==> config.mk <==
export PLATFORM = sky130hd
export DESIGN_NAME = mem_access_unit_flat
export DESIGN_NICKNAME = d
export VERILOG_FILES = /design/src/rtl/mem_access_if.sv /design/src/rtl/mem_access_unit.sv /design/src/flat_wrapper.sv
export SDC_FILE = /design/constraint.sdc
export NUM_CORES = 1
export LEC_CHECK = 0
export ABC_CLOCK_PERIOD_IN_PS = 2700
export CAP_MARGIN = 20
export CORE_ASPECT_RATIO = 0.6
export CORE_MARGIN = 2
export CORE_UTILIZATION = 39
export CTS_BUF_LIST = sky130_fd_sc_hd__clkbuf_8 sky130_fd_sc_hd__clkbuf_16
export DETAILED_ROUTE_END_ITERATION = 6
export PLACE_DENSITY = 0.66
export SKIP_LAST_GASP = 1
export SYNTH_ARGS = -nofsm -noshare
export SYNTH_HDL_FRONTEND = slang
export SYNTH_SLANG_ARGS = --single-unit
==> constraint.sdc <==
create_clock -name clk -period 2.7 [get_ports clk]
set_input_delay 0.27 -clock clk [delete_from_list [all_inputs] [get_ports clk]]
set_output_delay 0.27 -clock clk [all_outputs]
set_load 0.01 [all_outputs]
==> src/rtl/mem_access_if.sv <==
// Bus bundle between the control unit / memory and mem_access_unit.
// The slave modport is the unit's view; the master modport is the environment's view.
interface mem_access_if;
  logic        req;
  logic        we;
  logic [1:0]  size;
  logic [31:0] addr;
  logic [31:0] wdata;
  logic [31:0] mem_rdata;
  logic [31:0] mem_addr;
  logic [31:0] mem_wdata;
  logic        mem_we;
  logic        busy;
  logic        done;
  logic [31:0] rdata;
  logic        align_err;

  modport slave (
    input  req, we, size, addr, wdata, mem_rdata,
    output mem_addr, mem_wdata, mem_we, busy, done, rdata, align_err
  );

  modport master (
    output req, we, size, addr, wdata, mem_rdata,
    input  mem_addr, mem_wdata, mem_we, busy, done, rdata, align_err
  );
endinterface

==> src/rtl/mem_access_unit.sv <==
// Load/store sequencer for a word-organised synchronous memory; sub-word stores use read-modify-write.
// Optional misalignment trap enabled by defining MEM_ALIGN_CHECK_EN.
module mem_access_unit #(
  parameter int MEM_LAT = 2
) (
  input  logic clk,
  input  logic reset,
  mem_access_if.slave bus
);

  localparam logic [1:0] IDLE = 2'd0;
  localparam logic [1:0] RD   = 2'd1;
  localparam logic [1:0] WR   = 2'd2;
  localparam logic [1:0] FIN  = 2'd3;

  logic [1:0]  state_reg;
  logic [2:0]  cnt_reg;
  logic        we_reg;
  logic [1:0]  size_reg;
  logic [1:0]  off_reg;
  logic [15:0] wdata_reg;
  logic [31:0] mem_addr_reg;
  logic [31:0] mem_wdata_reg;
  logic [31:0] rdata_reg;
  logic [31:0] ext_word;
  logic [31:0] merged_word;
  logic        req_is_word;
  logic        misalign;

  assign req_is_word = (bus.size == 2'b00) || (bus.size == 2'b11);

`ifdef MEM_ALIGN_CHECK_EN
  logic err_reg;
  assign misalign = ((bus.size == 2'b01) && bus.addr[0]) ||
                    (req_is_word && (bus.addr[1:0] != 2'b00));
  assign bus.align_err = (state_reg == FIN) && err_reg;

  always_ff @(posedge clk or negedge reset) begin
    if (!reset)
      err_reg <= 1'b0;
    else if (state_reg == IDLE && bus.req)
      err_reg <= misalign;
  end
`else
  assign misalign      = 1'b0;
  assign bus.align_err = 1'b0;
`endif

  // Lane extraction for loads and lane replacement for sub-word stores.
  always_comb begin
    ext_word    = bus.mem_rdata;
    merged_word = bus.mem_rdata;
    case (size_reg)
      2'b01: begin
        ext_word = {16'h0000, bus.mem_rdata[{off_reg[1], 4'b0000} +: 16]};
        merged_word[{off_reg[1], 4'b0000} +: 16] = wdata_reg;
      end
      2'b10: begin
        ext_word = {24'h000000, bus.mem_rdata[{off_reg, 3'b000} +: 8]};
        merged_word[{off_reg, 3'b000} +: 8] = wdata_reg[7:0];
      end
      default: ;
    endcase
  end

  always_ff @(posedge clk or negedge reset) begin
    if (!reset) begin
      state_reg     <= IDLE;
      cnt_reg       <= 3'd0;
      we_reg        <= 1'b0;
      size_reg      <= 2'b00;
      off_reg       <= 2'b00;
      wdata_reg     <= 16'h0000;
      mem_addr_reg  <= 32'h0;
      mem_wdata_reg <= 32'h0;
      rdata_reg     <= 32'h0;
    end else begin
      case (state_reg)
        IDLE: begin
          if (bus.req) begin
            we_reg    <= bus.we;
            size_reg  <= bus.size;
            // Half accesses only honour addr[1]; the low bit is dropped here.
            off_reg   <= (bus.size == 2'b01) ? {bus.addr[1], 1'b0} : bus.addr[1:0];
            wdata_reg <= bus.wdata[15:0];
            cnt_reg   <= 3'(MEM_LAT - 1);
            if (misalign) begin
              state_reg <= FIN;
            end else begin
              mem_addr_reg <= {bus.addr[31:2], 2'b00};
              if (bus.we && req_is_word) begin
                mem_wdata_reg <= bus.wdata;
                state_reg     <= WR;
              end else begin
                state_reg <= RD;
              end
            end
          end
        end
        RD: begin
          if (cnt_reg == 3'd0) begin
            if (we_reg) begin
              mem_wdata_reg <= merged_word;
              state_reg     <= WR;
            end else begin
              rdata_reg <= ext_word;
              state_reg <= FIN;
            end
          end else begin
            cnt_reg <= cnt_reg - 3'd1;
          end
        end
        WR:      state_reg <= FIN;
        default: state_reg <= IDLE;
      endcase
    end
  end

  assign bus.mem_addr  = mem_addr_reg;
  assign bus.mem_wdata = mem_wdata_reg;
  assign bus.rdata     = rdata_reg;
  // Decoded from state so an asynchronous reset removes the write strobe at once.
  assign bus.mem_we    = (state_reg == WR);
  assign bus.busy      = (state_reg != IDLE);
  assign bus.done      = (state_reg == FIN);

endmodule
==> src/flat_wrapper.sv <==
// flat-port wrapper written by rule: the top's interface ports become plain ports
module mem_access_unit_flat 
#(
  parameter int MEM_LAT = 2
)
  (clk, reset, bus_req, bus_we, bus_size, bus_addr, bus_wdata, bus_mem_rdata, bus_mem_addr, bus_mem_wdata, bus_mem_we, bus_busy, bus_done, bus_rdata, bus_align_err);
  mem_access_if bus_i ();
  input  logic clk;
  input  logic reset;
  input wire logic [$bits(bus_i.req)-1:0] bus_req;
  input wire logic [$bits(bus_i.we)-1:0] bus_we;
  input wire logic [$bits(bus_i.size)-1:0] bus_size;
  input wire logic [$bits(bus_i.addr)-1:0] bus_addr;
  input wire logic [$bits(bus_i.wdata)-1:0] bus_wdata;
  input wire logic [$bits(bus_i.mem_rdata)-1:0] bus_mem_rdata;
  output wire logic [$bits(bus_i.mem_addr)-1:0] bus_mem_addr;
  output wire logic [$bits(bus_i.mem_wdata)-1:0] bus_mem_wdata;
  output wire logic [$bits(bus_i.mem_we)-1:0] bus_mem_we;
  output wire logic [$bits(bus_i.busy)-1:0] bus_busy;
  output wire logic [$bits(bus_i.done)-1:0] bus_done;
  output wire logic [$bits(bus_i.rdata)-1:0] bus_rdata;
  output wire logic [$bits(bus_i.align_err)-1:0] bus_align_err;
  assign bus_i.req = bus_req;
  assign bus_i.we = bus_we;
  assign bus_i.size = bus_size;
  assign bus_i.addr = bus_addr;
  assign bus_i.wdata = bus_wdata;
  assign bus_i.mem_rdata = bus_mem_rdata;
  assign bus_mem_addr = bus_i.mem_addr;
  assign bus_mem_wdata = bus_i.mem_wdata;
  assign bus_mem_we = bus_i.mem_we;
  assign bus_busy = bus_i.busy;
  assign bus_done = bus_i.done;
  assign bus_rdata = bus_i.rdata;
  assign bus_align_err = bus_i.align_err;
  mem_access_unit #(.MEM_LAT(MEM_LAT)) u_core (.clk(clk), .reset(reset), .bus(bus_i));
endmodule
==> results.sh, run 1 <==
export IMPL_syn_avg_cell_area_sq_um=10.9
export IMPL_setup_slack_ns=0.214
export IMPL_ys_top_cells_by_area="dfrtp_1 46%, mux2_2 10%, o211ai_1 4.5%"
export IMPL_h_tree_depth=4
export IMPL_initial_core_util_pct=40.0
export IMPL_grt_max_degree=65
export IMPL_critPathMaxFanout=11
export IMPL_endpoint_kind="flop"
export IMPL_grt_ovfl_total=0
export IMPL_ioPinCount=202
export IMPL_cts_tree="yes"
export IMPL_antenna_found_initial=0
export IMPL_timing_rr_end="u_core.bus.mem_wdata[21]"
export IMPL_clock_sinks=120
export IMPL_seq_area_sq_um=3000
export IMPL_synth_simple_area_share_pct=9.25
export IMPL_p_per_area_nw_per_um2=1360
export IMPL_multiInputGateArea_sq_um=3160
export IMPL_vias=5908
export IMPL_synthXorXnorAreaFrac_pct=0
export IMPL_seq_area_frac_synth_pct=46.2
export IMPL_grt_pass1_wl_mm=35.3
export IMPL_arrival_ns=2.83
export IMPL_p_sw_share_pct=41.1
export IMPL_numCtsBuffers=17
export IMPL_n_fill_cell=1396
export IMPL_grt_pass1_vias=5919
export IMPL_synth_distinct_cells=50
export IMPL_clock_skew_final_ns=0.0107
export IMPL_synth_compound_area_share_pct=24.9
export IMPL_drive_gt1_share_pct=17.8
export IMPL_drt_wl_total_mm=22.8
export IMPL_rsz0062_at_grt="false"
export IMPL_coreArea_sq_um=16300
export IMPL_synth_area_sq_um=6510
export IMPL_layout_common_cells="197 x clkdlybuf4s50_1, 120 x dfrtp_1, 73 x nand2_1"
export IMPL_gp_congestion=0.955
export IMPL_drt_iter0_drc=575
export IMPL_crit_path_start_kind="flop"
export IMPL_layout_commonest_cell="clkdlybuf4s50_1"
export IMPL_outcome="finished, final reports clean"
export IMPL_place_ws_ns=0.288
export IMPL_timing_rr_start="u_core.size_reg[0]"
export IMPL_ys_seq_elements=120
export IMPL_power_frac_clock_pct=18.8
export IMPL_path_clk_slew_ns=0.06
export IMPL_cap_violations=0
export IMPL_io_buffers=198
export IMPL_synth_top_area_cell="dfrtp_1"
export IMPL_final_max_slew_violation_count=0
export IMPL_worst_r2r_cell_count=6
export IMPL_synth_top_family_by_area="compound AO/OA/AOI/OAI gates"
export IMPL_tns_ns=0
export IMPL_final_min_clock_period_ns=2.49
export IMPL_design_die_area_sq_um=17800
export IMPL_relSlewSlack_pct=43.3
export IMPL_clock_path_buffers=2
export IMPL_power_switching_w=0.00525
export IMPL_wl_per_cell_microns=22.0
export IMPL_synth_adder_area_share_pct=2.69
export IMPL_criticalPathCategory="reg2reg"
export IMPL_track_usage_pct=26.3
export IMPL_ctsRootBufferMaster="clkbuf_16"
export IMPL_hold_viol=0
export IMPL_synthMuxAreaShare_pct=11.4
export IMPL_power_leakage_nw=3.86
export IMPL_dpl_cell_area_sq_um=8750
export IMPL_fin_nets=911
export IMPL_n_antenna_cell=0
export IMPL_viasPerCell=5.70
export IMPL_power_frac_comb_pct=54.2
export IMPL_r2r_slack_ns=0.21
export IMPL_post_cts_buffers=0
export IMPL_clkLatencyLatePin_ns=0.43
export IMPL_worstMarginPinSlew_ns=0.841
export IMPL_drc_errors=0
export IMPL_holdWs_ns=0.348
export IMPL_num_rows=36
export IMPL_synthToLayoutAreaGrowth_pct=44.0
export IMPL_total_power_w=0.0128
export IMPL_die_x_microns=171
export IMPL_fin_area_sq_um=9370
export IMPL_drt_pass1_iter_count=5
export IMPL_synth_top_cell_area_share_pct=46.2
export IMPL_holdCritPathClass="in2async"
export IMPL_postRouteAntennaNets=0
export IMPL_vdd_ir_drop_max_mv=0.644
export IMPL_synthCells=597
export IMPL_pwr_share_seq_pct=27.0
export IMPL_yosys_warnings=0
export IMPL_dpl_hpwl_mm=16.7
export IMPL_internal_power_w=0.00751
export IMPL_required_ns=3.05
export IMPL_fmax_mhz=402
export IMPL_die_h_microns=104
export IMPL_setup_viol=0
export IMPL_min_period_over_period_pct=92.1
-- synth_stat cells, drive strengths merged --
cell / instances
dfrtp: 120
o21ai: 44
mux2i: 9
and2b: 1
a221o: 1
nand3b: 2
or3b: 1
nor2b: 3
nor4: 2
and3b: 1
buf: 23
a211oi: 8
a2111oi: 2
and3: 1
o31ai: 10
ha: 14
a22o: 16
nor3: 3
a21o: 1
a21oi: 1
and4bb: 1
nand4: 1
inv: 20
clkinv: 1
conb: 1
a22oi: 16
a31oi: 1
a221oi: 24
a21boi: 2
clkbuf: 25
nand2: 75
mux2: 58
o2bb2ai: 34
nor2: 17
nand3: 3
and4b: 1
o211ai: 39
o41ai: 1
nand2b: 14
-- worst max-delay path, stage by stage, from the launching register on --
cell	delay [ns]
dfrtp_1	0.37
inv_1	0.05
ha_1	0.43
nand2b_1	0.25
o41ai_2	0.78
a22oi_1	0.35
o2bb2ai_2	0.19
-- worst max path at each step --
stage                             startpoint                       end  cells after the start
after global routing      u_core.size_reg[0]  u_core.bus.mem_wdata[21]                      6
after CTS                 u_core.size_reg[0]  u_core.bus.mem_wdata[21]                      6
after global placement    u_core.size_reg[0]  u_core.bus.mem_wdata[21]                      6
after detailed placement         bus_size[1]   u_core.bus.mem_wdata[2]                      8
after floorplan            u_core.off_reg[1]  u_core.bus.mem_wdata[21]                      8
final                     u_core.size_reg[0]  u_core.bus.mem_wdata[21]                      6
-- cell families after synthesis --
kind of cell,count (synthesis)
AOI/OAI and AO/OA,200
and+or+nand+nor,126
DFF,120
buffers and inverters,69
muxes,67
adders and majority gates,14
other,1
-- per-stage QoR --
step                      util [%]  std cells
final                         57.6       1036
after global routing          57.6       1036
after CTS                     57.6       1036
after detailed placement      53.8       1003
after global placement        53.8       1003
after floorplan                  -        599
-- metal layers --
| metal | routed length, microns | vias up | GRT usage [%] | share of wire [%] |
|---|---|---|---|---|
| li1 | - | 2619 | - | - |
| met1 | 11000 | 2928 | 40.0 | 48 |
| met2 | 8690 | 332 | 33.7 | 38 |
| met3 | 2830 | 29 | 11.3 | 12 |
| met4 | 284 | 0 | 6.17 | 1.2 |
| met5 | 0 | - | 0 | 0 |
-- final cells by class --
class	instances	share of cell area (%)
clock buffers	17	4.54
clock inverters	15	2.00
inverters	21	0.841
multi-input cells	410	33.7
flip-flops and latches	120	32.0
well taps	228	3.04
repair buffers	225	23.8
-- power groups by stage --
stage                     logic [W]  registers, W  clock network (W)
after floorplan             0.00376       0.00358                  0
after global placement      0.00669       0.00340                  0
after detailed placement    0.00685       0.00343                  0
after CTS                   0.00689       0.00343            0.00243
after global routing        0.00747       0.00355            0.00251
final                       0.00691       0.00345            0.00240
-- timing repair --
item                                   CTS  global route
endpoints found under the hold margin   30             0
resized for setup                        0             0
hold buffers                             1             0
Power figures use the tool's default switching activity.
==> run 2: changes to the inputs <==
--- a/config.mk
+++ b/config.mk
@@ -7,7 +7,7 @@
 export LEC_CHECK = 0
 export ABC_CLOCK_PERIOD_IN_PS = 2700
 export CAP_MARGIN = 20
-export CORE_ASPECT_RATIO = 0.6
+export CORE_ASPECT_RATIO = 1.1
 export CORE_MARGIN = 2
 export CORE_UTILIZATION = 39
 export CTS_BUF_LIST = sky130_fd_sc_hd__clkbuf_8 sky130_fd_sc_hd__clkbuf_16
==> run 2 against run 1 <==
Sequential power is essentially flat. First-iteration DRC count fell by 33%. Clock-buffer cell count up 5. Die area decreased by 0.19%. Largest power group unchanged. Highest routed layer unchanged.
==> results.sh, run 2 (same netlist as run 1, synthesis figures left out) <==
export IMPL_grt_max_degree=65
export IMPL_gp_congestion=0.923
export IMPL_dpl_cell_count=968
export IMPL_post_cts_buffers=0
export IMPL_grt_use_met2_pct=39.8
export IMPL_worst_path_largest_cell_delay_ns=0.63
export IMPL_r2r_slack_ns=0.36
export IMPL_required_ns=3.03
export IMPL_cp_startpoint="u_core.size_reg[0]"
export IMPL_critical_path_slowest_cell="o41ai_2"
export IMPL_worstMarginPinSlew_ns=0.747
export IMPL_vdd_ir_drop_max_mv=0.710
export IMPL_die_x_microns=127
export IMPL_endpoint_kind="flop"
export IMPL_synthToLayoutAreaGrowth_pct=41.8
export IMPL_wl_per_cell_microns=21.1
export IMPL_worst_r2r_cell_count=6
export IMPL_criticalPathCategory="reg2reg"
export IMPL_crit_path_start_kind="flop"
export IMPL_cap_violations=0
export IMPL_drt_iter0_drc=388
export IMPL_cts_tree="yes"
export IMPL_io_buffers=198
export IMPL_final_cells=1001
export IMPL_hold_viol=0
export IMPL_clock_skew_final_ns=0.00928
export IMPL_fmax_mhz=427
export IMPL_holdCritPathClass="in2async"
export IMPL_track_usage_pct=24.0
export IMPL_use_met1_pct=30.0
export IMPL_numCtsBuffers=17
export IMPL_fin_nets=900
export IMPL_layout_commonest_cell="clkdlybuf4s50_1"
export IMPL_ctsResizeCount=0
export IMPL_p_per_area_nw_per_um2=1330
export IMPL_path_clk_slew_ns=0.06
export IMPL_num_rows=49
export IMPL_viasPerCell=5.70
export IMPL_arrival_ns=2.68
export IMPL_power_leakage_nw=3.80
export IMPL_ctsRootBufferMaster="clkbuf_16"
export IMPL_total_power_w=0.0123
export IMPL_layout_common_cells="197 x clkdlybuf4s50_1, 120 x dfrtp_1, 73 x nand2_1"
export IMPL_clock_path_buffers=2
export IMPL_final_min_clock_period_ns=2.34
export IMPL_n_fill_cell=1366
export IMPL_timing_rr_end="u_core.bus.mem_wdata[19]"
export IMPL_grt_ovfl_total=0
export IMPL_relSlewSlack_pct=49.8
export IMPL_clkLatencyLatePin_ns=0.42
export IMPL_setup_slack_ns=0.355
export IMPL_min_period_over_period_pct=86.8
export IMPL_h_tree_depth=4
export IMPL_grt_use_met3_pct=7.61
export IMPL_dpl_hpwl_mm=15.9
export IMPL_initial_core_util_pct=39.7
export IMPL_tns_ns=0
export IMPL_n_antenna_cell=0
export IMPL_die_h_microns=139
export IMPL_setup_viol=0
export IMPL_drt_wl_total_mm=21.1
export IMPL_timing_rr_start="u_core.size_reg[0]"
export IMPL_antenna_found_initial=0
export IMPL_busiest_layer="met2"
export IMPL_grt_pass1_vias=5901
export IMPL_grt_pass1_wl_mm=33.1
export IMPL_vias=5702
export IMPL_drc_errors=0
export IMPL_clock_sinks=120
export IMPL_holdBufCountCts=1
export IMPL_design_die_area_sq_um=17700
export IMPL_ioPinCount=202
export IMPL_rsz0062_at_grt="false"
export IMPL_critPathMaxFanout=13
export IMPL_drt_pass1_iter_count=5
export IMPL_cp_cell_sequence="inv_1 > ha_1 > nand2b_1 > o41ai_2 > a22oi_1 > o2bb2ai_1"
export IMPL_drive_gt1_share_pct=16.4
export IMPL_coreArea_sq_um=16400
export IMPL_final_max_slew_violation_count=0
export IMPL_outcome="finished, final reports clean"
export IMPL_place_ws_ns=0.329
export IMPL_postRouteAntennaNets=0
==> run 2: changes by cell type in the layout (fill, tap and decap cells not counted), sizes merged <==
cell,delta
buf,-11
bufinv,-1
clkbuf,+5
clkinv,+1
inv,-5
==> run 2: layer usage <==
layer  up-vias  wire length, microns  share of wire, %
met5         -                     0                 0
met4         0                   414               2.0
met3        35                  1740               8.3
met2       292                 10100                48
met1      2770                  8860                42
li1       2605                     -                 -
==> run 2: how the worst max path moves through the flow <==
stage	endpoint	slack (ns)	cells after the start
3_5_place_dp	u_core.bus.mem_wdata[22]	0.33	7
3_3_place_gp	u_core.bus.mem_wdata[22]	0.40	7
6_report	u_core.bus.mem_wdata[19]	0.36	6
2_1_floorplan	u_core.bus.mem_wdata[21]	0.47	8
4_1_cts	u_core.bus.mem_wdata[19]	0.38	6
5_1_grt	u_core.bus.mem_wdata[7]	0.18	6
==> run 2: where the power goes <==
part           internal (W)  total [W]  switching (W)
registers           0.00272    0.00344       0.000715
logic               0.00322    0.00659        0.00336
clock network       0.00146    0.00227       0.000801
==> run 2: layout make-up <==
type / instances / area [sq um] / area share (%)
clock inverters: 10 / 101 / 1.10
clock buffers: 22 / 494 / 5.36
inverters: 21 / 78.8 / 0.854
flip-flops and latches: 120 / 3000 / 32.5
multi-input cells: 410 / 3160 / 34.2
repair buffers: 214 / 2140 / 23.2
well taps: 204 / 255 / 2.77
==> run 2: critical path, delay by kind of cell, from the launching register on <==
family          cells  cell delay, ns
flops               1            0.38
fa+ha+maj           1            0.46
buf+inv             1            0.06
compound gates      3            1.08
simple gates        1            0.28
==> run 2: stage by stage <==
stage               instance area [sq um]  utilization [%]  hold slack [ns]
finish                               9230             56.4            0.380
global route                         9230             56.4            0.422
CTS                                  9230             56.4            0.395
detailed placement                   8620             52.7            0.287
global placement                     8620             52.7            0.281
floorplan                            6510                -          -0.0256
==> run 3: changes to the inputs <==
--- a/config.mk
+++ b/config.mk
@@ -12,6 +12,7 @@
 export CORE_UTILIZATION = 39
 export CTS_BUF_LIST = sky130_fd_sc_hd__clkbuf_8 sky130_fd_sc_hd__clkbuf_16
 export DETAILED_ROUTE_END_ITERATION = 6
+export HOLD_SLACK_MARGIN = 0.05
 export PLACE_DENSITY = 0.66
 export SKIP_LAST_GASP = 1
 export SYNTH_ARGS = -nofsm -noshare
==> constraint.sdc (replaced) <==
create_clock -name clk -period 2.7 [get_ports clk]
set_input_delay 0.675 -clock clk [delete_from_list [all_inputs] [get_ports clk]]
set_output_delay 0.675 -clock clk [all_outputs]
set_load 0.01 [all_outputs]
==> run 3 against run 2 <==
Wire length fell by 3.1%. Worst setup slack got worse by 0.19 ns. Sequential share of layout area fell by 0.21 points. Via count fell by 2.0%. Register-to-register slack got worse by 0.12 ns. Sequential cell count did not move. Clock skew rose by 0.0013 ns. Fmax fell by 7.4%. Die area did not move. Critical path depth fell by 2. Total power rose by 1.3%. Cell area rose by 0.64%.
==> results.sh, run 3 (same netlist as run 1, synthesis figures left out) <==
export IMPL_drt_wl_total_mm=20.4
export IMPL_clock_sinks=120
export IMPL_path_clk_slew_ns=0.06
export IMPL_cts_tree="yes"
export IMPL_outcome="finished, final reports clean"
export IMPL_die_h_microns=139
export IMPL_coreArea_sq_um=16400
export IMPL_die_x_microns=127
export IMPL_ctsResizeCount=0
export IMPL_power_frac_clock_pct=19.2
export IMPL_min_period_over_period_pct=93.8
export IMPL_p_sw_share_pct=39.1
export IMPL_viasPerCell=5.57
export IMPL_synthToLayoutAreaGrowth_pct=42.7
export IMPL_criticalPathCategory="reg2out"
export IMPL_clock_skew_final_ns=0.0106
export IMPL_initial_core_util_pct=39.7
export IMPL_postRouteAntennaNets=0
export IMPL_fin_nets=902
export IMPL_arrival_ns=1.86
export IMPL_cpMostUsedCell="inv_1"
export IMPL_drc_errors=0
export IMPL_design_die_area_sq_um=17700
export IMPL_dpl_hpwl_mm=15.6
export IMPL_num_rows=49
export IMPL_endpoint_kind="primary output"
export IMPL_antenna_found_initial=0
export IMPL_pwr_share_seq_pct=27.3
export IMPL_required_ns=2.03
export IMPL_ctsRootBufferMaster="clkbuf_16"
export IMPL_drive_gt1_share_pct=17.1
export IMPL_crit_path_start_kind="flop"
export IMPL_h_tree_depth=4
export IMPL_rsz0062_at_grt="false"
export IMPL_p_per_area_nw_per_um2=1340
export IMPL_setup_viol=0
export IMPL_drt_pass1_iter_count=5
export IMPL_ioPinCount=202
export IMPL_cap_violations=0
export IMPL_worstMarginPinSlew_ns=0.869
export IMPL_holdWs_ns=0.211
export IMPL_worst_path_largest_cell_delay_ns=0.54
export IMPL_gp_congestion=0.930
export IMPL_cp_startpoint="u_core.state_reg[0]"
export IMPL_critical_path_slowest_cell="clkdlybuf4s50_1"
export IMPL_grt_pass1_vias=5832
export IMPL_n_antenna_cell=0
export IMPL_clkLatencyLatePin_ns=0.41
export IMPL_vias=5589
export IMPL_power_frac_comb_pct=53.4
export IMPL_numCtsBuffers=17
export IMPL_layout_commonest_cell="clkdlybuf4s50_1"
export IMPL_grt_max_degree=65
export IMPL_worst_r2r_cell_count=5
export IMPL_critPathMaxFanout=6
export IMPL_holdCritPathClass="in2async"
export IMPL_holdBufCountCts=0
export IMPL_power_switching_w=0.00486
export IMPL_cp_cell_sequence="inv_1 > ha_1 > inv_1 > clkdlybuf4s50_1"
export IMPL_timing_rr_start="u_core.off_reg[1]"
export IMPL_total_power_w=0.0124
export IMPL_layout_common_cells="197 x clkdlybuf4s50_1, 120 x dfrtp_1, 73 x nand2_1"
export IMPL_internal_power_w=0.00758
export IMPL_drt_iter0_drc=289
export IMPL_final_max_slew_violation_count=0
export IMPL_r2r_slack_ns=0.24
export IMPL_timing_rr_end="u_core.bus.mem_wdata[1]"
export IMPL_vdd_ir_drop_max_mv=0.739
export IMPL_power_leakage_nw=3.82
export IMPL_grt_pass1_wl_mm=32.5
export IMPL_wl_per_cell_microns=20.4
export IMPL_clock_path_buffers=2
export IMPL_fmax_mhz=395
export IMPL_io_buffers=198
export IMPL_track_usage_pct=23.6
export IMPL_post_cts_buffers=0
export IMPL_final_min_clock_period_ns=2.53
export IMPL_relSlewSlack_pct=41.6
export IMPL_grt_ovfl_total=0
export IMPL_hold_viol=0
-- run 3: per-stage QoR --
| stage | util (%) | worst slack, ns | TNS, ns | cell area (sq um) | std cells |
|---|---|---|---|---|---|
| final | 56.7 | 0.167 | 0 | 9290 | 1003 |
| after global routing | 56.7 | 0.0862 | 0 | 9290 | 1003 |
| after CTS | 56.7 | 0.145 | 0 | 9290 | 1003 |
| after detailed placement | 52.9 | -0.00806 | -0.00860 | 8660 | 971 |
| after global placement | 52.9 | 0.0332 | 0 | 8660 | 971 |
| after floorplan | - | 0.468 | 0 | 6510 | 599 |
-- run 3: worst max-delay path: cells and delay by family, from the launching register on --
family | cells | cell delay (ns)
buf+inv | 3 | 0.76
flops | 1 | 0.40
fa+ha+maj | 1 | 0.29
-- run 3: layout make-up --
type	count	area, sq um
Clock buffer	19	453
Clock inverter	13	176
Fill cell	1407	7080
Inverter	21	78.8
Multi-Input combinational cell	410	3160
Sequential cell	120	3000
Tap cell	204	255
Timing Repair Buffer	216	2160
-- run 3: routing by layer --
layer	routed length (microns)	part of all wire, %	GRT usage, %	up-vias
li1	-	-	-	2600
met1	8750	43	30.9	2707
met2	9700	47	37.9	266
met3	1710	8.4	7.11	16
met4	284	1.4	6.88	0
met5	0	0	0	-
-- run 3: worst max-delay path by stage --
stage	to	slack [ns]
2_1_floorplan	u_core.bus.mem_wdata[21]	0.47
3_3_place_gp	u_core.bus.mem_wdata[1]	0.03
3_5_place_dp	u_core.bus.mem_wdata[1]	-0.008
4_1_cts	bus_busy	0.14
5_1_grt	bus_busy	0.09
6_report	bus_busy	0.17
-- run 3: power by group through the flow --
stage	clock network, W	logic (W)	registers [W]
finish	0.00239	0.00665	0.00340
global route	0.00251	0.00725	0.00352
CTS	0.00243	0.00668	0.00341
detailed placement	0	0.00666	0.00343
global placement	0	0.00647	0.00340
floorplan	0	0.00376	0.00358
